==> config.mk <==
export PLATFORM = sky130hd
export DESIGN_NAME = fetch_stage
export DESIGN_NICKNAME = d
export VERILOG_FILES = /design/src/rtl/fetch_stage.sv
export SDC_FILE = /design/constraint.sdc
export NUM_CORES = 1
export LEC_CHECK = 0
export CORE_MARGIN = 8
export CORE_UTILIZATION = 30
export CTS_BUF_LIST = sky130_fd_sc_hd__clkbuf_4 sky130_fd_sc_hd__clkbuf_8
export DETAILED_ROUTE_END_ITERATION = 7
export SKIP_LAST_GASP = 1
export SYNTH_ARGS = -nofsm -noshare
export SYNTH_HDL_FRONTEND = slang
export SYNTH_SLANG_ARGS = --single-unit
export TNS_END_PERCENT = 100
==> constraint.sdc <==
create_clock -name clk -period 4.2 [get_ports clk]
set_clock_uncertainty 0.1 [all_clocks]
set_input_delay 0.84 -clock clk [delete_from_list [all_inputs] [get_ports clk]]
set_output_delay 0.84 -clock clk [all_outputs]
set_load 0.1 [all_outputs]
==> src/rtl/fetch_stage.sv <==
// Instruction-fetch stage: owns the PC, fills IF/ID, handles stall/flush and
// parks in FAULT on a misaligned redirect. Optional counters: FETCH_PERF_CNT_EN.
module fetch_stage #(
    parameter logic [63:0] RESET_PC = 64'h0,
    parameter logic [31:0] NOP_INSN = 32'h00000013
) (
    input  logic        clk,
    input  logic        reset_n,
    input  logic        Stall,
    input  logic        Flush,
    input  logic [63:0] Branch_Target,
    input  logic [31:0] Instruction,
    output logic [63:0] Inst_Address,
    output logic [63:0] IFID_PC,
    output logic [31:0] IFID_Instruction,
    output logic        IFID_Valid,
    output logic        Fetch_Fault
`ifdef FETCH_PERF_CNT_EN
    ,
    output logic [31:0] Fetch_Count,
    output logic [31:0] Flush_Count
`endif
);

    typedef enum logic {S_RUN = 1'b0, S_FAULT = 1'b1} state_t;

    state_t      r_state;
    logic [63:0] r_pc;
    logic [63:0] r_ifid_pc;
    logic [31:0] r_ifid_ins;
    logic        r_ifid_vld;
    logic        r_fault;

    // Memory address comes straight off the PC flop.
    assign Inst_Address     = r_pc;
    assign IFID_PC          = r_ifid_pc;
    assign IFID_Instruction = r_ifid_ins;
    assign IFID_Valid       = r_ifid_vld;
    assign Fetch_Fault      = r_fault;

    always_ff @(posedge clk or negedge reset_n) begin
        if (!reset_n) begin
            r_state    <= S_RUN;
            r_pc       <= RESET_PC;
            r_ifid_pc  <= 64'h0;
            r_ifid_ins <= NOP_INSN;
            r_ifid_vld <= 1'b0;
            r_fault    <= 1'b0;
        end else begin
            case (r_state)
                S_RUN: begin
                    // Redirect outranks a hazard hold in the same cycle.
                    if (Flush) begin
                        r_ifid_pc  <= 64'h0;
                        r_ifid_ins <= NOP_INSN;
                        r_ifid_vld <= 1'b0;
                        if (Branch_Target[1:0] == 2'b00) begin
                            r_pc <= Branch_Target;
                        end else begin
                            r_state <= S_FAULT;
                            r_fault <= 1'b1;
                        end
                    end else if (!Stall) begin
                        r_ifid_pc  <= r_pc;
                        r_ifid_ins <= Instruction;
                        r_ifid_vld <= 1'b1;
                        r_pc       <= r_pc + 64'd4;
                    end
                end
                S_FAULT: begin
                    r_ifid_pc  <= 64'h0;
                    r_ifid_ins <= NOP_INSN;
                    r_ifid_vld <= 1'b0;
                    r_fault    <= 1'b1;
                end
            endcase
        end
    end

`ifdef FETCH_PERF_CNT_EN
    logic        w_load;
    logic        w_flush_acc;
    logic [31:0] r_fetch_cnt;
    logic [31:0] r_flush_cnt;

    assign w_load      = (r_state == S_RUN) && !Flush && !Stall;
    assign w_flush_acc = (r_state == S_RUN) && Flush;
    assign Fetch_Count = r_fetch_cnt;
    assign Flush_Count = r_flush_cnt;

    always_ff @(posedge clk or negedge reset_n) begin
        if (!reset_n) begin
            r_fetch_cnt <= 32'h0;
            r_flush_cnt <= 32'h0;
        end else begin
            if (w_load)      r_fetch_cnt <= r_fetch_cnt + 32'd1;
            if (w_flush_acc) r_flush_cnt <= r_flush_cnt + 32'd1;
        end
    end
`endif

endmodule

== Word-level counts from Yosys, hierarchy flattened ==
Cells that the tools add are included.
Widths: inputs -> output; s select.
Word-level totals
  output and inout bits: 162
  word-level logic and storage cells: 34
  register bits after elaboration: 163
Cells by class
  multiplexer cells: 18
  bitwise logic cells: 1
  reduce and logical (&&, ||, !) cells: 3
  $add $sub $neg: 1
  equal/unequal tests: 5
Operators with widths (number)
  $mux 64: 5
  $pmux 64 s2: 1
  $add 64x3->64 const B: 1
  $mux 32: 2
  $pmux 32 s2: 1
  $mux 1: 7
  $ne 2x1->1 const B: 2
  $ne 2x2->1 const B: 2
  $pmux 1 s2: 2
  $ne 3x3->1 const B: 1
  $reduce_and 3->1: 1
  $logic_not 2->1: 1
  $reduce_and 2->1: 1
  $not 1->1: 1

== Logic depth before layout (Yosys ltp) ==
Gate-level depths: netlist of run 1.
  depth after elaboration: 4
  mapped depth: 8
  depth with buffers taken out: 7

== Worst setup path after synthesis of run 1 ==
No wires, ideal clock.
  kind: reg-to-reg
  start: register r_pc[5], in the netlist Inst_Address[5]
  end: register r_pc[53], in the netlist Inst_Address[53]
  path buffers: 2
  arrival: 2.862 ns
  period minus slack after synthesis: 3.084 ns
  slack: 1.116 ns
  cell stages (with the launch flop): 9
  required time: 3.979 ns
  path through: dfrtp_1 -> buf_2 -> nand4_2 -> or4_1 -> buf_2 -> nor4b_4 -> and2_1 -> a31oi_1 -> o22a_1
Between the ends
  cells in the longest elaborated chain, start to end: 3
Ends and longest elaborated chain
  start, declared: RTL line 28  | logic [63:0] r_pc;
  start signal, assigned: RTL line 58  | r_pc <= Branch_Target;
  start signal, assigned: RTL line 67  | r_pc <= r_pc + 64'd4;
  $add 64x3->64: RTL line 67
  $mux 64: RTL line 63  | end else if (!Stall) begin
  $mux 64: RTL line 53  | if (Flush) begin
No other way between the ends. The select of a mux whose other input is x is not followed.
A chain may end at the register's enable or synchronous reset.

== Worst setup path after layout of run 1 ==
  start: register r_pc[48], in the netlist Inst_Address[48]
  end: output Inst_Address[48]
RTL lines
  end, declared: RTL line 13  | output logic [63:0] Inst_Address,
No word-level cell between the ends.

==> results.cfg, run 1 <==
[run_status]
outcome = finished, final reports clean

[sta]
setup_viol = 0
slew_headroom = 0.294
fmax_ghz = 0.304
grt_setup_unrepaired = false
slew_viol_final = 0
hold_viol = 0
finalSetupTns_ps = 0
worstMarginPinSlew_ps = 1060
finalCritPeriodShare = 0.784
min_period_ps = 3290

[detailed_routing]
drt-vias-per-instance = 5.40
wl_um = 29500
firstDrtPassIters = 4
vias = 7466
drtAntennaViolNets = 0
drtIter0Drc = 591
wire_per_inst_um = 21.3
drc_errors = 0

[clocking]
cts_root_buffer = clkbuf_8
cts_buffer_depth = 2
hold_buffers = 0
clkLatencyLatePin_ps = 460
post_cts_resized = 0
htree_levels = 4
cts_tree = yes
postCtsSetupBuffers = 0
clkSinkCount = 163
clk_pin_slew_ps = 110
cts_buffers = 17

[setup_path]
rr_startpoint = Inst_Address[2]
crit_required_ps = 3260
rr_worst_depth = 7
cp_slowest_stage_delay_ps = 1250
cp-start-kind = flip-flop
cp_slowest_cell = clkdlybuf4s50_1
cp_max_fo = 11
criticalPathCategory = flip-flop to output pin
critPathCaptureType = output pin
crit_chain = clkdlybuf4s50_1
worstSetupPathDepth = 1
crit_start = Inst_Address[48]
crit_path_end = Inst_Address[48]
rrSetupSlack_ps = 1130
cp_top_family = buffers and inverters
cp_num_buf_inv = 1
critPathArrivalTime_ps = 2350
r2r-end = Inst_Address[50]

[final_layout]
seqCellArea_sq_um = 4080
final_cell_mix = 259 x clkdlybuf4s50_1, 160 x dfrtp_1, 82 x a22o_1
n_fill_cell = 2512
finalNetCount = 1133
final_cells = 1382
drive_gt1_frac = 0.0718
multiInputGateArea_sq_um = 3510
post-route-util = 0.432
area_delta_synth_final_pct = 42.5
stdcell_area_sq_um = 11200
layout.cells.most_common = clkdlybuf4s50_1

[synthesis]
async_flop_share = 1.00
syn_area_per_cell_sq_um = 9.84
synth_cells = 798
synth_warnings = 0
yosysUniqueCellTypes = 53
synth-edff-count = 0
syn_nets = 899
synth-seq-cells = 163
ys_seq_area_frac = 0.520
syn_area_sq_um = 7850
synth_flop_cell = dfrtp_1

[global_routing]
grt_use_total = 0.184
antenna_found_initial = 4
grt_pass1_vias = 7283
grt_overflow_total = 0
grt_max_degree = 100
grt_pass1_wl_um = 45200

[place]
dp_cells = 1348
port_buffers = 261
dp_hpwl_um = 21200
place_congestion = 0.803
placed_area_sq_um = 10800

[floorplan]
ioPinCount = 262
die-height_um = 178
core_sq_um = 25900
die_x_um = 178
start_util = 0.303
die_area_sq_um = 31600
rows = 59

[power]
powerDensity_nw_per_um2 = 347
leakagePower_nw = 4.52
power_mw = 3.88
max-vdd-ir-drop_v = 0.000175

[hold_path]
hold_class = primary input to asynchronous set/reset pin

[flow_run]
maxCapViolations = 0
## worst reg2reg max path, delay by kind of cell, from the launching register on
| kind | cells | cell delay [ps] |
|---|---|---|
| simple gates | 4 | 1760 |
| flops | 1 | 470 |
| compound gates | 2 | 390 |
| fa+ha+maj | 1 | 260 |
## stage by stage
| stage | setup slack, ps | hold slack [ps] |
|---|---|---|
| final | 908 | 387 |
| after global routing | 864 | 406 |
| after CTS | 877 | 393 |
| after detailed placement | 946 | 372 |
| after global placement | 985 | 353 |
| after floorplan | 1120 | 336 |
## layer usage
layer | part of all wire | vias to the layer above | track usage | wire length (um)
met5 | 0.00078 | - | 0 | 23
met4 | 0.012 | 4 | 0.0469 | 354
met3 | 0.081 | 24 | 0.0557 | 2390
met2 | 0.46 | 272 | 0.279 | 13500
met1 | 0.45 | 3675 | 0.251 | 13300
li1 | - | 3491 | - | -
## area by class of cell
type / instances / area share
Inverter: 12 / 0.00403
Antenna cell: 2 / 0.000447
Clock buffer: 17 / 0.0209
Sequential cell: 163 / 0.365
Tap cell: 335 / 0.0375
Timing Repair Buffer: 275 / 0.244
Multi-Input combinational cell: 563 / 0.313
Clock inverter: 15 / 0.0150
## how the worst min path moves through the flow
stage | startpoint | to | cells past startpoint
2_1_floorplan | r_state | IFID_PC[63] | 1
3_3_place_gp | IFID_PC[49] | IFID_PC[49] | 2
3_5_place_dp | IFID_PC[49] | IFID_PC[49] | 2
4_1_cts | r_state | IFID_PC[63] | 1
5_1_grt | IFID_PC[26] | IFID_PC[26] | 2
6_report | reset_n | IFID_PC[14] | 1
## registers in the layout (all words and copies together) (netlist names)
| register | flops |
|---|---|
| IFID_PC | 64 |
| Inst_Address | 64 |
| IFID_Instruction | 32 |
| Fetch_Fault | 1 |
| IFID_Valid | 1 |
| r_state | 1 |
## logic make-up (layout without fill, tap and decap cells)
logic type	after synthesis	after routing	share of synthesized area
AO/OA/AOI/OAI	260	260	0.226
adder cells (fa/ha/maj)	1	1	0.00159
buffers and inverters	72	319	0.0359
flip-flops	163	163	0.520
multiplexers	14	14	0.0180
other	0	2	0
AND/OR/NAND/NOR	288	288	0.198
## synthesized netlist by cell type, drive strengths merged, types with 3 or more instances
cell type / n / area, sq um
nor2: 43 / 161
nand3: 50 / 255
a41o: 4 / 40.0
nand2b: 3 / 18.8
nor4: 21 / 144
o211ai: 3 / 22.5
a32oi: 3 / 26.3
a21oi: 54 / 270
dfrtp: 160 / 4000
and4: 5 / 43.8
a31oi: 4 / 25.0
or3: 8 / 50.1
a22o: 82 / 718
a211oi: 4 / 30.0
o21ai: 67 / 335
inv: 11 / 41.3
a22oi: 8 / 60.1
nand4: 27 / 181
or2: 7 / 43.8
or4: 6 / 52.6
nand2: 54 / 203
o22a: 7 / 61.3
and3: 18 / 113
nor2b: 7 / 43.8
o22ai: 8 / 50.1
dfstp: 3 / 78.8
and2: 9 / 56.3
nor3: 27 / 135
buf: 10 / 48.8
mux2i: 13 / 130
clkbuf: 50 / 188
## power by group
| group | total [mW] | switching, mW | internal, mW |
|---|---|---|---|
| clock network | 1.17 | 0.720 | 0.451 |
| logic | 0.944 | 0.686 | 0.257 |
| registers | 1.77 | 0.136 | 1.63 |
Power figures use the tool's default switching activity.
==> run 2: changes to the inputs <==
==> constraint.sdc (replaced) <==
create_clock -name clk -period 2.93 [get_ports clk]
set_clock_uncertainty 0.1 [all_clocks]
set_input_delay 0.586 -clock clk [delete_from_list [all_inputs] [get_ports clk]]
set_output_delay 0.586 -clock clk [all_outputs]
set_load 0.1 [all_outputs]
==> results.cfg, run 2 (synthesis results as in run 1) <==
[run_status]
outcome = finished, final reports clean

[flow_run]
maxCapViolations = 0

[detailed_routing]
firstDrtPassIters = 4
top_layer_used = met5
wire_per_inst_um = 21.0
drtIter0Drc = 542
wl_met1_um = 13600
vias = 7611
detailroute.wirelength.met2_um = 13300
wl_um = 29600
dr_wl_met3_um = 2310
drt-vias-per-instance = 5.41
drc_errors = 0
drtAntennaViolNets = 0

[setup_path]
critPathArrivalTime_ps = 2880
cp_top_family = simple AND/OR/NAND/NOR gates
cp_slowest_stage_delay_ps = 500
cp_slowest_cell = nor3_1
cp_num_buf_inv = 0
critPathCaptureType = flip-flop
crit_chain = nand4_1 -> nor3_1 -> nand4_1 -> nor3_1 -> a311oi_1 -> a211oi_1
cp-start-kind = flip-flop
cp_max_fo = 6
crit_required_ps = 3190
criticalPathCategory = flip-flop to flip-flop

[final_layout]
area_delta_synth_final_pct = 41.2
drive_gt1_frac = 0.258
seqCellArea_sq_um = 4100
n_antenna_cell = 0
finalNetCount = 1161
multiInputGateArea_sq_um = 3510
final_cell_mix = 195 x buf_4, 147 x dfrtp_1, 97 x clkdlybuf4s50_1
n_fill_cell = 2545
layout.cells.most_common = buf_4

[clocking]
clkLatencyLatePin_ps = 460
cts_root_buffer = clkbuf_8
cts_buffers = 17
cts_buffer_depth = 2
htree_levels = 4
cts_tree = yes
clk_pin_slew_ps = 90
clkSinkCount = 163

[sta]
worstMarginPinSlew_ps = 645
finalSetupTns_ps = 0
setup_viol = 0
fin_ws_ps = 306
fmax_ghz = 0.381
slew_viol_final = 0
finalCritPeriodShare = 0.896
hold_viol = 0
slew_headroom = 0.570
min_period_ps = 2620
grt_setup_unrepaired = false

[place]
port_buffers = 261
place_congestion = 0.820
dp_hpwl_um = 21800
dp_slack_ps = 269

[power]
powerDensity_nw_per_um2 = 500
max-vdd-ir-drop_v = 0.000233
leakagePower_nw = 4.92

[floorplan]
ioPinCount = 262
die_area_sq_um = 31600
die_x_um = 178
core_sq_um = 25900
die-height_um = 178
rows = 59
start_util = 0.303

[global_routing]
antenna_found_initial = 5
grt_pass1_wl_um = 45200
grt_overflow_total = 0
grt_max_degree = 64
grt_use_total = 0.183
grt_pass1_vias = 7492

[hold_path]
hold_class = flip-flop to flip-flop
==> run 2: final timing paths <==
check / cells after the start / slack, ps / from / to
min reg2reg: 2 / 380 / IFID_PC[49] / IFID_PC[49]
max: 6 / 310 / Inst_Address[27] / Inst_Address[50]
min: 2 / 380 / IFID_PC[49] / IFID_PC[49]
max in group asynchronous: 3 / 1450 / reset_n / IFID_Instruction[4]
min in group asynchronous: 2 / 510 / reset_n / IFID_PC[11]
max reg2reg: 6 / 310 / Inst_Address[27] / Inst_Address[50]
==> run 2: through the flow <==
stage	util	instance area (sq um)	cells	power [mW]	hold slack, ps
detailed placement	0.413	10700	1375	3.95	361
global placement	0.413	10700	1375	3.94	358
global route	0.428	11100	1408	5.79	352
floorplan	-	7870	798	3.43	190
finish	0.428	11100	1408	5.54	377
CTS	0.428	11100	1408	5.61	347
==> run 2: final cells by class <==
cell class                 instances  area share
clock buffer                      18      0.0224
clock inverter                    14      0.0117
inverter                          12     0.00406
multi-input combinational        563       0.316
sequential                       163       0.370
tap                              335      0.0378
timing repair buffer             303       0.238
==> run 2: what timing repair did <==
item                       4_1_cts  5_1_grt
setup endpoints to repair        0        0
setup buffers                    0        0
resized for setup                0        0
hold buffers                     1        0
hold endpoints to repair        45        0
==> run 2: layer usage <==
metal | up-vias | GRT usage
li1 | 3551 | -
met3 | 31 | 0.0551
met1 | 3766 | 0.252
met4 | 10 | 0.0424
met5 | - | 0
met2 | 253 | 0.276
==> run 2: tightest hold or removal path, cell delays in order, from the launching register on <==
cell and delay, ps:
dfrtp_1 360, nand2_1 50, nand2_1 50
==> run 2: report_power, final <==
part | switching [mW] | total [mW] | leakage, nW | internal [mW]
Sequential | 0.189 | 2.53 | 2.10 | 2.35
Clock | 0.989 | 1.64 | 0.190 | 0.655
Combinational | 1.00 | 1.36 | 2.63 | 0.358
==> run 3: changes to the inputs <==
--- a/config.mk
+++ b/config.mk
@@ -9,6 +9,7 @@
 export CORE_UTILIZATION = 30
 export CTS_BUF_LIST = sky130_fd_sc_hd__clkbuf_4 sky130_fd_sc_hd__clkbuf_8
 export DETAILED_ROUTE_END_ITERATION = 7
+export PLACE_DENSITY = 0.57
 export SKIP_LAST_GASP = 1
 export SYNTH_ARGS = -nofsm -noshare
 export SYNTH_HDL_FRONTEND = slang
==> results.cfg, run 3 (synthesis results as in run 1) <==
[detailed_routing]
wire_per_inst_um = 21.0
drt-vias-per-instance = 5.37
drtIter0Drc = 574
vias = 7612
firstDrtPassIters = 6
wl_um = 29800
drtAntennaViolNets = 0
drc_errors = 0

[power]
power_mw = 5.71
pwr-share-comb = 0.246
pwr-share-clk = 0.316
p_int_mw = 3.55
pwr-share-seq = 0.438
switching_share = 0.378
max-vdd-ir-drop_v = 0.000259
power.switching_mw = 2.16
powerDensity_nw_per_um2 = 510
leakagePower_nw = 4.98

[sta]
min_period_ps = 2530
grt_setup_unrepaired = false
setup_viol = 0
fmax_ghz = 0.395
slew_headroom = 0.589
hold_viol = 0
finalCritPeriodShare = 0.864
slew_viol_final = 0
holdWs_ps = 358
worstMarginPinSlew_ps = 612

[setup_path]
cp_max_fo = 7
critPathCaptureType = flip-flop
criticalPathCategory = flip-flop to flip-flop
crit_required_ps = 3210
critPathArrivalTime_ps = 2820
rrSetupSlack_ps = 400
cp-start-kind = flip-flop
r2r-end = Inst_Address[50]
rr_worst_depth = 8
rr_startpoint = Inst_Address[2]

[clocking]
clkSinkCount = 163
cts_root_buffer = clkbuf_8
clkLatencyLatePin_ps = 470
cts_tree = yes
htree_levels = 4
clk_pin_slew_ps = 100
cts_buffer_depth = 2
post_cts_resized = 0
postCtsSetupBuffers = 0
cts_buffers = 17

[hold_path]
holdPathEnd = IFID_Valid
worstHoldPathCells = 3
holdCritStartpoint = Flush
hold_class = primary input to flip-flop

[place]
place_congestion = 0.811
dp_hpwl_um = 22000
placed_area_sq_um = 10800
port_buffers = 261

[floorplan]
die-height_um = 178
die_x_um = 178
start_util = 0.303
die_area_sq_um = 31600
rows = 59
core_sq_um = 25900
ioPinCount = 262

[global_routing]
grt_overflow_total = 0
grt_pass1_wl_um = 45000
grt_pass1_vias = 7448
antenna_found_initial = 1
grt_use_total = 0.183
grt_max_degree = 58

[final_layout]
drive_gt1_frac = 0.265
area_delta_synth_final_pct = 42.6
finalNetCount = 1171
stdcell_area_sq_um = 11200
n_antenna_cell = 0
layout.cells.most_common = buf_4
final_cell_mix = 206 x buf_4, 147 x dfrtp_1, 97 x clkdlybuf4s50_1
n_fill_cell = 2535

[run_status]
outcome = finished, final reports clean

[flow_run]
maxCapViolations = 0
run 3: cell count changes in the layout (fill, tap and decap cells not counted):
| cell | delta |
|---|---|
| buf_4 | +11 |
| clkinv_4 | +3 |
| inv_6 | -3 |
| inv_8 | -3 |
| bufinv_16 | +2 |
| buf_12 | -1 |
| clkbuf_8 | +1 |
| clkinv_8 | +1 |
| clkinvlp_4 | -1 |
run 3: per-layer routing:
metal | wire length, um | track usage | part of all wire
met1 | 13900 | 0.256 | 0.47
met2 | 13300 | 0.278 | 0.45
met3 | 2220 | 0.0487 | 0.074
met4 | 300 | 0.0375 | 0.010
met5 | 13 | 0 | 0.00044
run 3: metrics by stage:
step | TNS [ps] | utilization | setup slack, ps | instances
after global placement | 0 | 0.415 | 278 | 1385
after CTS | 0 | 0.432 | 399 | 1418
after global routing | 0 | 0.432 | 158 | 1418
final | 0 | 0.432 | 397 | 1418
after floorplan | -1.27 | - | -1.27 | 798
after detailed placement | 0 | 0.415 | 313 | 1385
run 3: how the worst max path moves through the flow:
stage	start	to	slack (ps)	cells past startpoint
after floorplan	Inst_Address[7]	Inst_Address[53]	-1	7
after global placement	Branch_Target[1]	Inst_Address[49]	280	8
after detailed placement	Branch_Target[1]	Inst_Address[49]	310	8
after CTS	Inst_Address[2]	Inst_Address[50]	400	8
after global routing	Inst_Address[2]	Inst_Address[50]	160	8
final	Inst_Address[2]	Inst_Address[50]	400	8
run 3: timing repair:
| item | CTS | global route |
|---|---|---|
| endpoints found under the setup margin | 0 | 0 |
| hold buffers | 1 | 0 |
| hold endpoints to repair | 14 | 0 |
run 3: area by class of cell:
class	instances	area, sq um	share of cell area
flip-flops and latches	163	4100	0.366
multi-input cells	563	3510	0.313
repair buffers	313	2700	0.241
well taps	335	419	0.0374
clock buffers	19	262	0.0234
clock inverters	13	165	0.0148
inverters	12	45.0	0.00402
run 3: power groups by stage:
stage	clock (mW)	combinational, mW	sequential, mW
2_1_floorplan	0	0.231	3.20
3_3_place_gp	0	1.40	2.55
3_5_place_dp	0	1.41	2.55
4_1_cts	1.86	1.41	2.50
5_1_grt	1.96	1.47	2.53
6_report	1.80	1.41	2.50
run 3: worst max-delay path, cell delays in order, from the launching register on:
cell and delay (ps):
dfrtp_2 440, ha_1 230, nand2_1 130, nor4_1 280
buf_4 170, nand4_1 220, nor3_1 500, a311oi_1 160
a211oi_1 220
